### config.mk
export PLATFORM = sky130hd
export DESIGN_NAME = mdr_in_ctrl
export DESIGN_NICKNAME = d
export VERILOG_FILES = /design/src/rtl/mdr_pkg.sv /design/src/rtl/mdr_wait_timer.sv /design/src/rtl/mdr_in_ctrl.sv
export SDC_FILE = /design/constraint.sdc
export NUM_CORES = 1
export LEC_CHECK = 0
export BUFFER_PORTS_ARGS = -buffer_cell sky130_fd_sc_hd__buf_4
export CAP_MARGIN = 20
export CORE_MARGIN = 2
export CORE_UTILIZATION = 43
export CTS_CLUSTER_SIZE = 12
export DETAILED_ROUTE_END_ITERATION = 8
export PLACE_DENSITY = 0.77
export SYNTH_ARGS = -nofsm -noshare
export SYNTH_HDL_FRONTEND = slang
export SYNTH_HIERARCHICAL = 1
export SYNTH_SLANG_ARGS = --single-unit
### constraint.sdc
create_clock -name clk -period 1.4 [get_ports clk]
set_input_delay 0.21 -clock clk [delete_from_list [all_inputs] [get_ports clk]]
set_output_delay 0.21 -clock clk [all_outputs]
set_load 0.02 [all_outputs]
### src/rtl/mdr_pkg.sv
// Shared types and defaults for the read-side memory data register.
package mdr_pkg;
  typedef enum logic [1:0] {
    IDLE = 2'b00,
    WAIT = 2'b01,
    FULL = 2'b10
  } mdr_state_t;

  localparam int MDR_DATA_W = 16;
endpackage

### src/rtl/mdr_wait_timer.sv
// Wait-cycle counter for outstanding memory reads; flags the terminal count.
module mdr_wait_timer #(
  parameter int TIMEOUT_CYC = 8
) (
  input  logic clk,
  input  logic rst,
  input  logic clr,
  input  logic en,
  output logic tc
);
  localparam int CW = $clog2(TIMEOUT_CYC);

  logic [CW-1:0] cnt;

  assign tc = (cnt == CW'(TIMEOUT_CYC - 1));

  // Holds at terminal count; the owner leaves WAIT on that cycle anyway.
  always_ff @(posedge clk or posedge rst) begin
    if (rst)             cnt <= '0;
    else if (clr)        cnt <= '0;
    else if (en && !tc)  cnt <= cnt + 1'b1;
  end
endmodule

### src/rtl/mdr_in_ctrl.sv
// Read-side MDR: requests a memory word, captures it, drives it onto the bus.
// Optional MDR_PARITY_EN: even-parity check on captured words (sticky par_err).
module mdr_in_ctrl
  import mdr_pkg::*;
#(
  parameter int DATA_W      = MDR_DATA_W,
  parameter int TIMEOUT_CYC = 8
) (
  input  logic              clk,
  input  logic              rst,
  input  logic              rd_start,
  input  logic              mdr_clr,
  output logic              mem_rd_req,
  input  logic              mem_rd_valid,
  input  logic [DATA_W-1:0] mem_rd_data,
  input  logic              mem_rd_parity,
  input  logic              bus_oe,
  output logic [DATA_W-1:0] bus_data,
  output logic              mdr_busy,
  output logic              mdr_full,
  output logic              rd_timeout,
  output logic              par_err
);
  mdr_state_t        state;
  logic [DATA_W-1:0] mdr;
  logic              in_wait;
  logic              not_wait;
  logic              tmr_tc;
  logic              capture;

  assign in_wait  = (state == WAIT);
  assign not_wait = !in_wait;
  assign capture  = in_wait && !mdr_clr && mem_rd_valid;

  mdr_wait_timer #(.TIMEOUT_CYC(TIMEOUT_CYC)) u_tmr (
    .clk (clk),
    .rst (rst),
    .clr (not_wait),
    .en  (in_wait),
    .tc  (tmr_tc)
  );

  assign mem_rd_req = in_wait;
  assign mdr_busy   = in_wait;
  assign mdr_full   = (state == FULL);
  assign bus_data   = (mdr_full && bus_oe) ? mdr : '0;

  always_ff @(posedge clk or posedge rst) begin
    if (rst) begin
      state      <= IDLE;
      mdr        <= '0;
      rd_timeout <= 1'b0;
    end else begin
      rd_timeout <= 1'b0;
      case (state)
        IDLE: begin
          if (mdr_clr)       mdr   <= '0;
          else if (rd_start) state <= WAIT;
        end
        WAIT: begin
          // clear beats capture, capture beats timeout
          if (mdr_clr) begin
            state <= IDLE;
            mdr   <= '0;
          end else if (mem_rd_valid) begin
            state <= FULL;
            mdr   <= mem_rd_data;
          end else if (tmr_tc) begin
            state      <= IDLE;
            rd_timeout <= 1'b1;
          end
        end
        FULL: begin
          if (mdr_clr) begin
            state <= IDLE;
            mdr   <= '0;
          end else if (rd_start) begin
            state <= WAIT;
          end
        end
        default: state <= IDLE;
      endcase
    end
  end

`ifdef MDR_PARITY_EN
  always_ff @(posedge clk or posedge rst) begin
    if (rst)                                        par_err <= 1'b0;
    else if (mdr_clr)                               par_err <= 1'b0;
    else if (capture && (^mem_rd_data ^ mem_rd_parity)) par_err <= 1'b1;
  end
`else
  logic unused_parity;
  assign unused_parity = mem_rd_parity ^ capture;
  assign par_err       = 1'b0;
`endif
endmodule
==> metrics <==
Final WS setup -154 ps; area leader, netlist dfrtp_1; sequential standard cell area 553 µm²; CP max FO 6; hold_ws 113 ps; nets 200; ranking of synthesized cells by area dfrtp_1 (46%), a22o_1 (8.9%), and3_1 (8.4%); Psw 311 µW; # diodes 0; Yosys reg bits 22; max-slew violation count 0; Layout area overhead 47.4%; sequential share of power 0.563; final setup vio count 20; Multi-input gate area 603 µm²; Primary FF master, synth dfrtp_1; power density cells 684 nW/µm²; Initial Util 0.442; outcome finished, violations left; gp weighted congestion 0.739; die height 56.5 µm; sw frac 0.260; max cap viols 0; DRT Pass-1 Iters 4; ANT nets after route 0; layout cells sized above 1 0.457; synth unique cells 29; DR WL/cell 15.6 µm; failing checks setup timing; Crit path arrival time 1340 ps; Ys Warns 6; Top Ports 44; internal power 885 µW; Final Instance Area 1750 µm²; Die Wd 56.5 µm; most frequent cells in the layout buf_4 (40), dfrtp_1 (20), buf_6 (18); clk_lat worst skew 300 ps; vias in the first global route 1036; CTS Buf Count 3; leading cell type in the layout, fill and taps excluded buf_4; CTS tree built; CTS Buffer Depth 2; nature of the critical path startpoint flip-flop; total clock sinks 22; DR vias 1122; worst slack, placed -43.0 ps; Clock Skew 13.6 ps; synthesized area per cell 10.1 µm²; Residual DRC 0; first-pass GRT wire length 4950 µm; Total GRT Usage 0.198; asr flop ratio synth 1.00; die outline area 3190 µm²; row count 19; Post-synth EDFFs 0; Placed Area 1530 µm²; DRT Wirelength 3180 µm; Via-to-Cell Ratio 5.50; critical path type flip-flop to output pin; global route overflow 0; cells after synthesis 118; sequential area share after synthesis 0.464; static leakage 0.946 nW; Gate power share 0.206; Setup crit end kind output pin; RSZ-0062 raised after global routing yes; post-route minimum period 1550 ps; clock power share 0.231; net count after synthesis 143; Mapped Area 1190 µm²; fill cell count 214; largest net degree at the start of global routing 20; initial antenna violation count 0; hpwl dp 2040 µm; I/O Buffers 41; Final period util 1.11; Hold Crit Class input pin to flip-flop; CTS clk-pin slew, worst paths 100 ps; share of the synthesized area in the top cell type 0.464; critical path required time 1190 ps; Final Hold Viols 0; maximum vdd drop 533 µV; htree depth 1; Iter 0 DRT Violations 44; area of the core 2690 µm²; fmax 0.644 GHz; root buf cell clkbuf_4
==> per-stage QoR <==
stage | instances | power, mW | TNS, ps | util
finish | 204 | 1.20 | -2370 | 0.651
global route | 204 | 1.26 | -3550 | 0.651
CTS | 202 | 1.20 | -2420 | 0.631
detailed placement | 189 | 0.890 | -43.0 | 0.568
global placement | 189 | 0.883 | 0 | 0.568
floorplan | 118 | 0.800 | 0 | -
==> registers in the layout (all words and copies together), names as in the netlist <==
name and count:
mdr 16, u_tmr/cnt 3, state 2, rd_timeout 1
==> layout make-up <==
| type | count | area share |
|---|---|---|
| Multi-Input combinational cell | 85 | 0.345 |
| Sequential cell | 22 | 0.316 |
| Timing Repair Buffer | 59 | 0.293 |
| Tap cell | 31 | 0.0222 |
| Clock buffer | 3 | 0.0129 |
| Inverter | 4 | 0.0100 |
==> worst paths after layout <==
kind	from	slack [ps]	cells past startpoint	to
worst max-delay path	state[0]	-150	3	bus_data[7]
worst min-delay path	mem_rd_valid	110	2	rd_timeout
worst max register to register	state[0]	-40	5	u_tmr/cnt[0]
worst min register to register	mdr[1]	510	2	mdr[1]
max in group asynchronous	rst	680	4	state[0]
min in group asynchronous	rst	330	3	u_tmr/cnt[1]
==> worst max-delay path: stages, from the launching register on <==
cell and delay [ps]:
dfrtp_2 450, and2b_4 300, and3_4 190, buf_6 110
==> per-layer routing <==
metal	up-vias	global-route usage	routed length, µm
met4	0	0.0578	34
met3	4	0.0415	153
li1	534	-	-
met2	42	0.317	1580
met1	542	0.271	1410
met5	-	0	0
==> cell families after synthesis <==
logic type,count (synthesis),share of synthesized area
DFF,22,0.464
adders and majority gates,2,0.0211
muxes,1,0.0127
buffers and inverters,14,0.0759
and+or+nand+nor,51,0.264
AOI/OAI and AO/OA,27,0.159
other,1,0.00316
==> power by group through the flow <==
| stage | registers (mW) | clock network [mW] | logic [mW] |
|---|---|---|---|
| floorplan | 0.678 | 0 | 0.122 |
| global placement | 0.682 | 0 | 0.201 |
| detailed placement | 0.684 | 0 | 0.206 |
| CTS | 0.672 | 0.286 | 0.237 |
| global route | 0.676 | 0.317 | 0.264 |
| finish | 0.673 | 0.276 | 0.246 |
==> what timing repair did <==
action                                  4_1_cts  5_1_grt
resized for setup                            22       10
cloned                                        3        0
pin swaps                                     3        4
hold endpoints to repair                     22        0
endpoints found under the setup margin       20       32
hold buffers                                  1        0
setup buffers                                 6        2
==> Yosys cell counts (2+ instances only) <==
cell,n
a22o_1,12
and3_1,16
buf_2,3
buf_4,3
buf_6,3
dfrtp_1,22
ha_1,2
inv_1,3
nand2_1,11
nand2b_1,2
nand3_1,10
nand4bb_1,2
nor2_1,2
o21ai_1,12
Power figures use the tool's default switching activity.
